<file path="config.mk">
export PLATFORM = sky130hd
export DESIGN_NAME = numero_source
export DESIGN_NICKNAME = d
export VERILOG_FILES = /design/src/rtl/numero_source_pkg.sv /design/src/rtl/numero_sym_mux.sv /design/src/rtl/numero_source.sv
export SDC_FILE = /design/constraint.sdc
export NUM_CORES = 1
export LEC_CHECK = 0
export ABC_AREA = 1
export CAP_MARGIN = 10
export CORE_MARGIN = 4
export CORE_UTILIZATION = 45
export CTS_CLUSTER_DIAMETER = 80
export CTS_CLUSTER_SIZE = 8
export DETAILED_ROUTE_END_ITERATION = 10
export GPL_ROUTABILITY_DRIVEN = 0
export HOLD_SLACK_MARGIN = 0.1
export MAX_ROUTING_LAYER = met4
export PLACE_DENSITY = 0.72
export SYNTH_ARGS = -nofsm -noshare
export SYNTH_HDL_FRONTEND = slang
export SYNTH_SLANG_ARGS = --single-unit
export TNS_END_PERCENT = 10
</file>
<file path="constraint.sdc">
create_clock -name clock -period 2.2 [get_ports clock]
set_clock_uncertainty 0.05 [all_clocks]
set_input_delay 0.22 -clock clock [delete_from_list [all_inputs] [get_ports clock]]
set_output_delay 0.22 -clock clock [all_outputs]
set_load 0.005 [all_outputs]
</file>
<file path="src/rtl/numero_source_pkg.sv">
`default_nettype none
// +----------------------------------------------------------------------+
// | numero_source_pkg : shared types for the pulse-train source/generator |
// | Rev 1.0                                                               |
// +----------------------------------------------------------------------+
package numero_source_pkg;

    localparam int SYM_W = 2;

    // Source-side handshake sequencer states
    typedef enum logic [2:0] {
        IDLE     = 3'd0,
        IN_REL   = 3'd1,
        LOAD     = 3'd2,
        WAIT_RFD = 3'd3,
        ACK      = 3'd4,
        DONE_CHK = 3'd5
    } state_t;

    // Downstream pulse-train generator states
    typedef enum logic [1:0] {
        G_IDLE     = 2'd0,
        G_PULSE    = 2'd1,
        G_WAIT_DAV = 2'd2
    } gen_state_t;

    function automatic int idx_width(input int nsym);
        return (nsym > 1) ? $clog2(nsym) : 1;
    endfunction

endpackage
`default_nettype wire

</file>
<file path="src/rtl/numero_sym_mux.sv">
`default_nettype none
// +----------------------------------------------------------------------+
// | numero_sym_mux : picks symbol idx of a word, index 0 = MSB symbol     |
// | Rev 1.0                                                               |
// +----------------------------------------------------------------------+
module numero_sym_mux
    import numero_source_pkg::*;
#(
    parameter int NSYM  = 4,
    parameter int IDX_W = 2
) (
    input  logic [SYM_W*NSYM-1:0] word_i,
    input  logic [IDX_W-1:0]      idx_i,
    output logic [SYM_W-1:0]      sym_o
);

    always_comb begin
        sym_o = '0;
        for (int k = 0; k < NSYM; k++) begin
            if (idx_i == IDX_W'(NSYM - 1 - k)) begin
                sym_o = word_i[SYM_W*k +: SYM_W];
            end
        end
    end

endmodule
`default_nettype wire

</file>
<file path="src/rtl/numero_source.sv">
`default_nettype none
// +----------------------------------------------------------------------+
// | numero_source : splits a host word into 2-bit symbols and hands each  |
// | to the pulse-train generator over a four-phase dav_/rfd handshake.    |
// | Rev 1.0                                                               |
// +----------------------------------------------------------------------+
module numero_source
    import numero_source_pkg::*;
#(
    parameter int NSYM = 4
) (
    input  logic                  clock,
    input  logic                  reset,
    input  logic                  byte_dav_,
    input  logic [SYM_W*NSYM-1:0] byte_i,
    output logic                  byte_rfd,
    input  logic                  rfd,
    output logic                  dav_,
    output logic [SYM_W-1:0]      numero,
    output logic                  busy
);

    localparam int IDX_W = idx_width(NSYM);

    state_t                  state_q;
    logic [IDX_W-1:0]        idx_q;
    logic [SYM_W*NSYM-1:0]   word_q;
    logic                    byte_rfd_q;
    logic                    dav_q;
    logic [SYM_W-1:0]        numero_q;
    logic                    busy_q;
    logic [SYM_W-1:0]        w_sym;

    numero_sym_mux #(
        .NSYM  (NSYM),
        .IDX_W (IDX_W)
    ) u_sym_mux (
        .word_i (word_q),
        .idx_i  (idx_q),
        .sym_o  (w_sym)
    );

    always_ff @(posedge clock) begin
        if (reset) begin
            state_q    <= IDLE;
            idx_q      <= '0;
            word_q     <= '0;
            byte_rfd_q <= 1'b1;
            dav_q      <= 1'b1;
            numero_q   <= '0;
            busy_q     <= 1'b0;
        end else begin
            case (state_q)
                IDLE: begin
                    byte_rfd_q <= 1'b1;
                    busy_q     <= 1'b0;
                    if (!byte_dav_) begin
                        word_q     <= byte_i;
                        idx_q      <= '0;
                        busy_q     <= 1'b1;
                        byte_rfd_q <= 1'b0;
                        state_q    <= IN_REL;
                    end
                end
                IN_REL: begin
                    // Downstream stays quiet until the host lets go of dav_
                    if (byte_dav_) begin
                        state_q <= LOAD;
                    end
                end
                LOAD: begin
                    // numero settles a full cycle before dav_ can fall
                    numero_q <= w_sym;
                    state_q  <= WAIT_RFD;
                end
                WAIT_RFD: begin
                    if (rfd) begin
                        dav_q   <= 1'b0;
                        state_q <= ACK;
                    end
                end
                ACK: begin
                    if (!rfd) begin
                        dav_q   <= 1'b1;
                        state_q <= DONE_CHK;
                    end
                end
                DONE_CHK: begin
                    if (idx_q == IDX_W'(NSYM - 1)) begin
                        busy_q     <= 1'b0;
                        byte_rfd_q <= 1'b1;
                        state_q    <= IDLE;
                    end else begin
                        idx_q   <= idx_q + IDX_W'(1);
                        state_q <= LOAD;
                    end
                end
                default: begin
                    state_q <= IDLE;
                    dav_q   <= 1'b1;
                end
            endcase
        end
    end

    assign byte_rfd = byte_rfd_q;
    assign dav_     = dav_q;
    assign numero   = numero_q;
    assign busy     = busy_q;

endmodule
`default_nettype wire
</file>
==> results of run 1 <==
[through the flow]
stage                     util, %  setup slack (ns)  instances
after global routing         61.2             0.644        171
after detailed placement     59.2             0.707        167
final                        61.2             0.793        171
after global placement       59.2             0.731        167
after floorplan                 -              1.01        128
after CTS                    61.2             0.779        171
[tightest hold or removal path, stage by stage, from the launching register on]
cell and delay (ns):
dfxtp_1 0.31, inv_1 0.06, a21oi_1 0.06
[power breakdown]
part / internal (mW) / switching [mW]
logic: 0.185 / 0.288
clock network: 0.101 / 0.0986
registers: 0.420 / 0.0770
total: 0.706 / 0.463
[synth_stat cells, drive strengths merged]
cell type | n | area share [%]
o211ai | 1 | 0.83
dfxtp | 18 | 40
nor2 | 25 | 12
a21oi | 15 | 8.7
buf | 2 | 2.5
o21ai | 17 | 9.4
nand2 | 24 | 10
ha | 5 | 6.9
inv | 16 | 6.6
nand3 | 5 | 2.8
[kinds of logic (layout without fill, tap and decap cells)]
kind of cell               count (synthesis)  after routing  share of synthesized area (%)
DFF                                       18             18                           39.7
buffers and inverters                     18             36                           9.09
and+or+nand+nor                           54             54                           25.5
adders and majority gates                  5              5                           6.89
AOI/OAI and AO/OA                         33             33                           18.9
[worst max path at each step]
| stage | from | end | slack [ns] | depth (start not counted) |
|---|---|---|---|---|
| global placement | byte_dav_ | state_q[0] | 0.73 | 8 |
| CTS | busy | busy | 0.78 | 1 |
| floorplan | idx_q[0] | numero[0] | 1.01 | 7 |
| finish | busy | busy | 0.79 | 1 |
| detailed placement | byte_dav_ | state_q[1] | 0.71 | 8 |
| global route | idx_q[0] | numero[1] | 0.64 | 7 |
[sequential cells by signal (all words and copies together), names as in the netlist]
register / flops
busy: 1
byte_rfd: 1
dav_: 1
word_q: 8
numero: 2
idx_q: 2
state_q: 3
[layer usage]
layer	share of wire, %	GRT usage [%]	routed length (um)	vias to the layer above
met5	0	-	0	-
met3	3.1	3.38	56	2
met2	49	25.0	873	9
li1	-	-	-	447
met1	47	19.4	836	366
met4	1.0	6.38	18	0
[final cells by class]
cell class                      count  area (um^2)  area share [%]
Sequential cell                    18          360            32.4
Timing Repair Buffer               16          160            14.4
Clock buffer                        4         36.3            3.26
Tap cell                           25         31.3            2.81
Inverter                           16         60.1            5.39
Multi-Input combinational cell     92          465            41.8
[layout by cell type, fill, tap and decap left out]
cell,synthesis,layout
clkbuf_8,0,1
dfxtp_1,18,18
nand2_2,2,2
o211ai_1,1,1
inv_1,14,14
clkbuf_4,0,3
nand3_1,5,5
a21oi_1,14,14
o21ai_1,1,1
ha_1,5,5
clkdlybuf4s50_1,0,16
a21oi_2,1,1
nand2_1,22,22
nor2_2,1,1
o21ai_0,16,16
nor2_4,2,2
inv_2,2,2
nor2_1,22,22
==> impl_metrics.csv, run 1 <==
group,metric,value,unit
outcome,outcome,"finished, final reports clean",
global_routing,grt_max_degree,15,
hold_path,worstHoldPathType,"register to register",
global_routing,grt-ovfl-total,0,
pwr,finalPower,1.17,mW
setup_path,arrival,1.14,ns
setup_path,worst-path-max-fanout,2,
synth,synth_seq_area_share,39.7,%
placement,port_buffers,16,
timing,max_clock_freq,711,MHz
hold_path,holdPathStages,2,
routing,drc,0,
synth,synth_cell_type_count,16,
synth,yosys_warnings,0,
setup_path,crit_required,1.93,ns
clocking,htreeDepth,1,
timing,hold_viol,0,
setup_path,rr_worst_depth,7,
routing,wire_per_inst,10.4,um
hold_path,hold_path_end,"word_q[6]",
cells_and_area,drive_gt1_share,8.22,%
setup_path,cp-end-kind,"output port",
synth,synthCells,128,
routing,drt_iter0_drc,12,
clocking,clockBufferDepth,2,
clocking,cts_hold_buf,0,
global_routing,grt_pass1_vias,780,
setup_path,crit_chain,"clkdlybuf4s50_1",
clocking,cts_tree,"done",
floorplanning,die_w,52.9,um
timing,tns,0,ns
setup_path,r2r_end,"numero[1]",
synth,ys_seq_elements,18,
routing,detail-route-antenna-nets,0,
cells_and_area,finalInstanceArea,0.00111,mm^2
cells_and_area,finalNetCount,164,
pwr,power_leakage,0.478,nW
cells_and_area,nFillCells,178,
clocking,post_cts_buffers,0,
clocking,cts_buffers,3,
timing,grt_setup_unrepaired,"no",
floorplanning,dieArea,0.00280,mm^2
timing,setup_viol,0,
clocking,path_clk_slew,0.10,ns
placement,place_hpwl,1410,um
flow_run,drv_cap,0,
routing,drtPass1Iterations,4,
setup_path,timing_worst_setup_path_type,"register to output port",
clocking,cts_resized,0,
cells_and_area,num_antenna_cells,0,
floorplanning,initial_core_util,49.9,%
pwr,ir_drop,0.000692,V
synth,synth.avg_cell_area,7.10,um^2
clocking,clock_sinks,18,
timing,fin_crit_sh,63.9,%
synth,syn_area,908,um^2
routing,via_per_inst,4.82,
setup_path,startpoint_type,"register",
clocking,cts-root-buf,"clkbuf_4",
setup_path,cpLargestDelayFamily,"buffers and inverters",
routing,drt-total-wl,1790,um
timing,relSlewSlack,75.3,%
floorplanning,core-area,0.00182,mm^2
setup_path,slowest_stage,"clkdlybuf4s50_1",
setup_path,reg2reg_from,"idx_q[0]",
setup_path,cpPeakStageDelay,0.51,ns
timing,timing.hold.ws,0.415,ns
global_routing,grtUsageTotal,15.8,%
timing,finalWorstPathRequiredPeriod,1.41,ns
floorplanning,pin_count,17,
cells_and_area,area_delta_synth_final,22.6,%
routing,routed-via-count,824,
global_routing,antenna_found_initial,0,
timing,maxSlewViolCount,0,
floorplanning,fp.dieH,52.9,um
pwr,p_per_area,1050,mW/mm^2
placement,place_area,0.00108,mm^2
setup_path,r2r_setup_slack,0.82,ns
synth,synth_nets,145,
timing,tightest_slew,0.369,ns
global_routing,grt_pass1_wl,3170,um
hold_path,min_from,"word_q[6]",
floorplanning,row_count,15,
setup_path,crit_buf_inv,1,
clocking,clkLatencyLatePin,0.29,ns
No activity file was read; power rests on OpenSTA's default activity.
==> run 2, diff against run 1 <==
--- a/config.mk
+++ b/config.mk
@@ -15,7 +15,7 @@
 export GPL_ROUTABILITY_DRIVEN = 0
 export HOLD_SLACK_MARGIN = 0.1
 export MAX_ROUTING_LAYER = met4
-export PLACE_DENSITY = 0.72
+export PLACE_DENSITY = 0.75
 export SYNTH_ARGS = -nofsm -noshare
 export SYNTH_HDL_FRONTEND = slang
 export SYNTH_SLANG_ARGS = --single-unit
==> constraint.sdc (replaced) <==
create_clock -name clock -period 1.2 [get_ports clock]
set_clock_uncertainty 0.05 [all_clocks]
set_input_delay 0.12 -clock clock [delete_from_list [all_inputs] [get_ports clock]]
set_output_delay 0.12 -clock clock [all_outputs]
set_load 0.005 [all_outputs]
==> run 2 against run 1 <==
The flow now finishes with violations (negative setup slack). Routed wire length up 14%. Flip-flop and latch count unchanged. Worst hold slack worse by 0.062 ns. Sequential power up 90%. Global-route usage up 2.4 points. Count of clock-buffer cells in the layout unchanged. First-iteration DRC count up 42%. Sequential share of layout area down 1.9 points. Critical path depth up 5. Non-clock buffer count up 10. Cell area up 13%. Combinational power up 120%.
==> impl_metrics.csv, run 2 (synthesis results as in run 1) <==
group,metric,value,unit
placement,place_hpwl,1560,um
cells_and_area,largest_register_ffs,8,
placement,port_buffers,16,
timing,maxSlewViolCount,0,
timing,tightest_slew,0.231,ns
clocking,cts_buffers,3,
setup_path,startpoint_type,"register",
global_routing,grtUsageTotal,18.1,%
cells_and_area,ff_latch_area,383,um^2
cells_and_area,nFillCells,159,
global_routing,grt-ovfl-total,0,
timing,timing.hold.ws,0.354,ns
clocking,clock_sinks,18,
routing,drtPass1Iterations,4,
global_routing,grt_pass1_vias,866,
global_routing,antenna_found_initial,0,
hold_path,min_from,"byte_i[5]",
cells_and_area,reg_top3,"word_q: 8 flops, state_q: 3 flops",
clocking,clockBufferDepth,2,
clocking,cts-root-buf,"clkbuf_4",
flow_run,drv_cap,0,
routing,detail-route-antenna-nets,0,
routing,wire_per_inst,11.2,um
routing,drc,0,
cells_and_area,drive_gt1_share,24.4,%
timing,finalWorstPathRequiredPeriod,1.22,ns
outcome,violations,"negative setup slack",
timing,max_clock_freq,821,MHz
timing,fin_crit_sh,101,%
clocking,htreeDepth,1,
cells_and_area,layout_commonest_cell,"nand2_1",
floorplanning,row_count,15,
routing,drt_iter0_drc,17,
setup_path,arrival,1.37,ns
cells_and_area,most-common-layout-cells,"nand2_1, nor2_1, a21oi_1",
floorplanning,dieArea,0.00280,mm^2
global_routing,grt_max_degree,15,
setup_path,r2r_setup_slack,-0.02,ns
setup_path,crit_required,1.35,ns
floorplanning,die_w,52.9,um
pwr,power_leakage,0.546,nW
hold_path,worstHoldPathType,"primary input to register",
setup_path,reg2reg_from,"state_q[0]",
cells_and_area,multi_input_area,500,um^2
setup_path,timing_worst_setup_path_type,"register to register",
clocking,path_clk_slew,0.10,ns
routing,routed-via-count,880,
clocking,cts_tree,"done",
setup_path,worst-path-max-fanout,14,
cells_and_area,finalNetCount,174,
cells_and_area,num_antenna_cells,0,
timing,hold_viol,0,
cells_and_area,finalInstanceArea,0.00125,mm^2
floorplanning,pin_count,17,
setup_path,cp-end-kind,"register",
cells_and_area,regMostFlops,"word_q",
timing,setup_ws,-0.0173,ns
floorplanning,initial_core_util,49.9,%
pwr,ir_drop,0.00110,V
routing,drt-total-wl,2040,um
setup_path,worstSetupStartpoint,"state_q[0]",
floorplanning,fp.dieH,52.9,um
clocking,clkLatencyLatePin,0.30,ns
routing,via_per_inst,4.86,
timing,setup_viol,2,
placement,place_area,0.00116,mm^2
timing,grt_setup_unrepaired,"yes",
pwr,p_per_area,1870,mW/mm^2
outcome,outcome,"complete, but fails checks",
floorplanning,core-area,0.00182,mm^2
cells_and_area,area_delta_synth_final,38.2,%
timing,relSlewSlack,84.5,%
global_routing,grt_pass1_wl,3510,um
-- run 2: cell types whose count changed in the layout (fill, tap and decap cells not counted), sizes merged --
| cell | change |
|---|---|
| buf | +10 |
| clkdlybuf4s50 | -5 |
| dlygate4sd2 | +5 |
-- run 2: repair_timing --
item	in CTS	in global routing
endpoints found under the setup margin	22	17
buffers inserted	0	0
pin swaps	3	1
resized for setup	26	10
hold buffers	0	0
-- run 2: report_power, final --
group / internal, mW / switching [mW]
clock: 0.185 / 0.187
sequential: 0.798 / 0.144
combinational: 0.433 / 0.597
-- run 2: worst paths after layout --
path,endpoint,depth (start not counted)
worst max-delay path,word_q[6],6
worst min register to register,word_q[7],2
worst max register to register,word_q[6],6
worst min-delay path,word_q[5],3
-- run 2: layer usage --
| metal | vias to the layer above | global-route usage, % | wire length, um |
|---|---|---|---|
| met5 | - | - | 0 |
| met4 | 0 | 11.5 | 57 |
| met3 | 5 | 2.54 | 53 |
| met2 | 13 | 31.6 | 1020 |
| met1 | 395 | 19.1 | 908 |
| li1 | 467 | - | - |
-- run 2: worst max-delay path: stages, from the launching register on --
cell and delay, ns:
dfxtp_4 0.39, nor2_4 0.14, nand2_2 0.09, nor2_4 0.15, inv_4 0.10, o21ai_0 0.15, a21oi_1 0.05
-- run 2: area by class of cell --
class | instances | area share [%]
multi-input cells | 92 | 39.9
flip-flops and latches | 18 | 30.5
repair buffers | 26 | 19.2
inverters | 16 | 4.99
clock buffers | 4 | 2.89
well taps | 25 | 2.49
-- run 2: stage by stage --
step	worst slack, ns	cells	util (%)	TNS (ns)	total power, mW
final	-0.0173	181	68.9	-0.0333	2.35
after global routing	-0.0934	181	68.9	-1.04	2.57
after CTS	-0.00316	181	67.7	-0.00463	2.31
after detailed placement	-0.171	177	64.0	-1.48	1.91
after global placement	-0.125	177	64.0	-0.969	1.88
after floorplan	0.0101	128	-	0	1.56
